$ cat src/rtl/servo_angle_ramp.sv
// servo_angle_ramp: slews a servo angle code toward a requested target at
// STEP_SIZE codes per STEP_CYCLES clocks, never overshooting the target.
// Optional feature macro: SERVO_RAMP_CLAMP_EN. When it is defined, targets
// above MAX_ANGLE are clamped and err is tied low. When it is undefined,
// such targets are dropped and err pulses for one cycle.
module servo_angle_ramp #(
  parameter int unsigned STEP_CYCLES = 480000,
  parameter int unsigned STEP_SIZE   = 1,
  parameter int unsigned MAX_ANGLE   = 180
) (
  input  logic       clk,
  input  logic       reset,
  input  logic [9:0] target_angle,
  input  logic       target_valid,
  output logic       target_ready,
  output logic [9:0] angle,
  output logic       busy,
  output logic       arrived,
  output logic       err
);

  // A single-cycle step period still needs a 1-bit timer.
  localparam int unsigned TW = (STEP_CYCLES > 1) ? $clog2(STEP_CYCLES) : 1;
  localparam logic [TW-1:0]     TC      = TW'(STEP_CYCLES - 1);
  localparam logic [9:0]        CENTER  = 10'd90;
  localparam logic [9:0]        MAX_A   = 10'(MAX_ANGLE);
  localparam logic [9:0]        STEP10  = 10'(STEP_SIZE);
  localparam logic signed [10:0] STEP11 = 11'(STEP_SIZE);

  localparam logic [0:0] S_IDLE = 1'b0;
  localparam logic [0:0] S_RAMP = 1'b1;

  logic [0:0]    state_q, state_d;
  logic [9:0]    angle_q, angle_d;
  logic [9:0]    tgt_q, tgt_d;
  logic [TW-1:0] timer_q, timer_d;
  logic          arrived_q, arrived_d;
  logic          ready_q, ready_d;

  logic                accept;
  logic                in_range;
  logic                take;
  logic [9:0]          tgt_in;
  logic [9:0]          tgt_new;
  logic signed [10:0]  diff;
  logic signed [10:0]  mag;
  logic [9:0]          stepped;
  logic                terminal;

`ifndef SERVO_RAMP_CLAMP_EN
  logic err_q, err_d;
`endif

  // Target acceptance and range handling.
  always_comb begin
    accept   = target_valid & ready_q;
    in_range = (target_angle <= MAX_A);
`ifdef SERVO_RAMP_CLAMP_EN
    tgt_in = in_range ? target_angle : MAX_A;
    take   = accept;
`else
    tgt_in = target_angle;
    take   = accept & in_range;
    err_d  = accept & ~in_range;
`endif
    tgt_new = take ? tgt_in : tgt_q;
  end

  // One ramp step toward the stored target. When the remaining distance fits
  // within a step, land exactly on the target so the angle cannot overshoot.
  always_comb begin
    diff     = $signed({1'b0, tgt_q}) - $signed({1'b0, angle_q});
    mag      = diff[10] ? -diff : diff;
    terminal = (timer_q == TC);
    if (mag <= STEP11)  stepped = tgt_q;
    else if (diff[10])  stepped = angle_q - STEP10;
    else                stepped = angle_q + STEP10;
  end

  // Next-state logic for IDLE/RAMP, the step timer and the arrived pulse.
  // A step on the same edge as a retarget uses the old target, while the
  // arrival check compares against the newly stored one.
  always_comb begin
    state_d   = state_q;
    angle_d   = angle_q;
    tgt_d     = tgt_q;
    timer_d   = timer_q;
    arrived_d = 1'b0;
    ready_d   = 1'b1;
    case (state_q)
      S_IDLE: begin
        if (take) begin
          tgt_d = tgt_in;
          if (tgt_in == angle_q) begin
            arrived_d = 1'b1;
          end else begin
            timer_d = '0;
            state_d = S_RAMP;
          end
        end
      end
      default: begin
        tgt_d = tgt_new;
        if (terminal) begin
          timer_d = '0;
          angle_d = stepped;
        end else begin
          timer_d = timer_q + TW'(1);
        end
        if (angle_d == tgt_new) begin
          state_d   = S_IDLE;
          arrived_d = 1'b1;
        end
      end
    endcase
  end

  // State registers; reset recentres the servo and drops any pending target.
  always_ff @(posedge clk or negedge reset) begin
    if (!reset) begin
      state_q   <= S_IDLE;
      angle_q   <= CENTER;
      tgt_q     <= CENTER;
      timer_q   <= '0;
      arrived_q <= 1'b0;
      ready_q   <= 1'b0;
    end else begin
      state_q   <= state_d;
      angle_q   <= angle_d;
      tgt_q     <= tgt_d;
      timer_q   <= timer_d;
      arrived_q <= arrived_d;
      ready_q   <= ready_d;
    end
  end

`ifdef SERVO_RAMP_CLAMP_EN
  assign err = 1'b0;
`else
  // Registered rejection pulse for out-of-range targets.
  always_ff @(posedge clk or negedge reset) begin
    if (!reset) err_q <= 1'b0;
    else        err_q <= err_d;
  end
  assign err = err_q;
`endif

  assign target_ready = ready_q;
  assign angle        = angle_q;
  assign busy         = (state_q == S_RAMP);
  assign arrived      = arrived_q;

endmodule

$ cat config.mk
export PLATFORM = sky130hd
export DESIGN_NAME = servo_angle_ramp
export DESIGN_NICKNAME = d
export VERILOG_FILES = /design/src/rtl/servo_angle_ramp.sv
export SDC_FILE = /design/constraint.sdc
export NUM_CORES = 1
export LEC_CHECK = 0
export ABC_AREA = 1
export BUFFER_PORTS_ARGS = -buffer_cell sky130_fd_sc_hd__clkbuf_2
export CAP_MARGIN = 20
export CORE_MARGIN = 5
export CORE_UTILIZATION = 30
export CTS_BUF_LIST = sky130_fd_sc_hd__clkbuf_16
export DETAILED_ROUTE_END_ITERATION = 10
export SETUP_SLACK_MARGIN = 0.05
export SLEW_MARGIN = 0
export SYNTH_ARGS = -nofsm -noshare
export SYNTH_HDL_FRONTEND = slang
export SYNTH_SLANG_ARGS = --single-unit
$ cat constraint.sdc
create_clock -name clk -period 3.8 [get_ports clk]
set_input_delay 0.76 -clock clk [delete_from_list [all_inputs] [get_ports clk]]
set_output_delay 0.76 -clock clk [all_outputs]
set_load 0.01 [all_outputs]
==> impl_results.md <==
- Top cells by count, synth: 167 x nand2_1, 88 x inv_1, 70 x nand3_1
- Nets: between 600 and 700
- Slew margin rel.: 0.412
- Root buffer cell: clkbuf_16
- H-tree levels: 2
- Worst path arrival time: roughly 3.7 ns
- Largest net degree at the start of global routing: 27
- Min Tclk post-route: 3.54 ns
- Launching point of the worst reg2reg path: angle[4]
- Max Root-Sink Buffers: 2
- Die Y: 125 µm
- Worst-path fanout max: 6
- Final Cycle Share: 0.932
- Required @ worst endpoint: 3.96 ns
- Clock skew: roughly 0.0044 ns
- Detailed Route WL: approximately 11 mm
- Die width: 125 µm
- Placed cell count: about 810
- Total core area: 12700 µm²
- Setup crit start kind: register
- Final hold vios: 0
- Clock transition at the registers of the reported paths: about 0.06 ns
- Share of layout cells above drive strength 1: 0.201
- YS warnings: 0
- Port Buffer Count: 26
- Worst min path class: in2async
- Placement row count: 41
- Pwr dens: about 420 nW/µm²
- CTS tree: built
- Final Setup Violations: 0
- Total gr overflow: 0
- Num CTS Buffers: 5
- Clk Latency, worst-skew pair: 0.28 ns
- Final antenna-violating net count: 0
- Top FF cell, synth: dfrtp_1
- Reg2reg setup slack: 0.26 ns
- Yosys top cell area share: 0.223
- Post-place instance area: 4380 µm²
- Final core occ: 0.367
- Sequential area share after synthesis: 0.276
- Total Routing Usage GR: 0.135
- Initial antenna violation count: 0
- 1st-iter DRT viols: 237
- Storage cell area: around 1100 µm²
- Yosys reg bits: 43
- Initial core utilization: 0.309
- GPL Wtd Cong: between 0.8 and 0.9
- Dpl hpwl: 8.48 mm
- Final Non-Filler Cells: slightly above 800
- Via/cell ratio: 4.68
- Die area: between 15000 and 20000 µm²
- Total clock sinks: 43
- Fmax: between 200 and 300 MHz
- Antenna cells: 0
- Multi-input logic area: 2540 µm²
- Worst R2R Path Depth: 23
- Final count of pins violating max slew: 0
- Post-Synthesis Net Count: about 640
- Area leader, netlist: dfrtp_1
- Max_cap viols: 0
- Final setup TNS: 0 ns
- Cell Area, Synth: roughly 4000 µm²
- Max IR drop VDD: roughly 260 µV
- Outcome: finished, final reports clean
- Slew @ Worst Pin: a little under 0.9 ns
- 1st-pass router iterations: 4
- Ports: 27
- First-pass GRT wire length: approximately 18 mm
- Area Growth Syn to Fin: 18.7%
- Lkg Pwr: approximately 2.3 nW
- Crit end category: register
- Design Power: ~2.0 mW
- Number of synthesized flops with an enable pin: 0
- Async SR Flop Fraction: 1.00
- Most frequent cell after synthesis: nand2_1
- Synth cell types: 39
- Vias in the first global route: 3652
- Avg Cell Area, Syn: roughly 6.5 µm²
- Synth area leaders: dfrtp_1 22%, nand2_1 16%, nand3_1 8.9%
- Crit Path Class: reg2reg
- Routed vias: a little under 4000
- Dpl ws: 0.0890 ns
- Worst setup margin: roughly 0.26 ns
- Wirelength per Cell: 13.1 µm
- DRC viols: 0
- Syn Inst Count: 604
- Min Hold Slack: between 0.4 and 0.5 ns
- FF-to-FF End: busy
- Post-route cell area: 4670 µm²
- Fillers: approximately 1400
==> routing by layer <==
metal / track usage / up-vias / routed length (µm)
li1: - / 2043 / -
met1: 0.181 / 1741 / 5130
met2: 0.238 / 56 / 5190
met3: 0.0116 / 12 / 259
met4: 0.0297 / 0 / 187
met5: 0 / - / 0
==> where the power goes <==
| group | switching, mW | internal, mW |
|---|---|---|
| registers | 0.0568 | 0.532 |
| clock network | 0.177 | 0.307 |
| logic | 0.551 | 0.356 |
| total | 0.785 | 1.19 |
==> state kept, by name, indices dropped and copies added (netlist names) <==
| register | cells |
|---|---|
| err | 1 |
| arrived | 1 |
| timer_q | 19 |
| target_ready | 1 |
| angle | 10 |
| busy | 1 |
| tgt_q | 10 |
==> layout make-up <==
| cell class | count | area share |
|---|---|---|
| well taps | 172 | 0.0461 |
| flip-flops and latches | 43 | 0.232 |
| multi-input cells | 457 | 0.544 |
| clock inverters | 3 | 0.00830 |
| repair buffers | 51 | 0.0680 |
| clock buffers | 5 | 0.0268 |
| inverters | 92 | 0.0739 |
==> worst max path at each step <==
stage               endpoint  startpoint  slack (ns)
finish                  busy    angle[4]        0.26
global route            busy    angle[3]      -0.001
CTS                     busy    tgt_q[0]        0.08
detailed placement      busy    tgt_q[0]        0.09
global placement        busy    angle[3]        0.19
floorplan               busy    angle[1]        0.27
==> cell families after synthesis <==
family / synth area share
AND/OR/NAND/NOR: 0.403
buffers and inverters: 0.105
AO/OA/AOI/OAI: 0.106
flip-flops: 0.276
adder cells (fa/ha/maj): 0.0737
XOR/XNOR: 0.0356
other: 0.000953
==> repair_timing <==
| action | 4_1_cts | 5_1_grt |
|---|---|---|
| endpoints found under the setup margin | 0 | 3 |
| setup buffers | 0 | 3 |
| hold buffers | 0 | 0 |
| resized for setup | 0 | 27 |
==> critical path, cell delays in order, from the launching register on <==
cell and delay, ns:
dfstp_2 0.53, inv_1 0.08, ha_1 0.31, nand2_1 0.07, inv_2 0.09, nand3_1 0.08
nor3_2 0.23, nor2_4 0.11, buf_4 0.17, ha_1 0.34, inv_1 0.07, nor3_1 0.24
nand3_1 0.10, o2111ai_1 0.12, xor2_1 0.18, nand3_1 0.13, nand2_2 0.09, nand2_2 0.06
nand3_2 0.06, nand2_1 0.05, nor2_1 0.08, nand2_1 0.07, nor2_2 0.10, a21oi_1 0.07
==> cell usage in the layout, fill, tap and decap left out, types with 6 or more instances in the layout <==
cell type / n
dfrtp_1: 35
nand4_1: 9
nor2_1: 44
a21oi_2: 6
nand2_1: 165
buf_4: 25
ha_1: 15
or2_2: 8
a21oi_1: 14
nand3_1: 70
dfstp_2: 8
xnor2_1: 7
clkbuf_2: 26
inv_1: 87
nand3_2: 6
nor4_1: 10
xor2_1: 9
o21ai_0: 32
nand2_2: 18
Power figures use the tool's default switching activity.
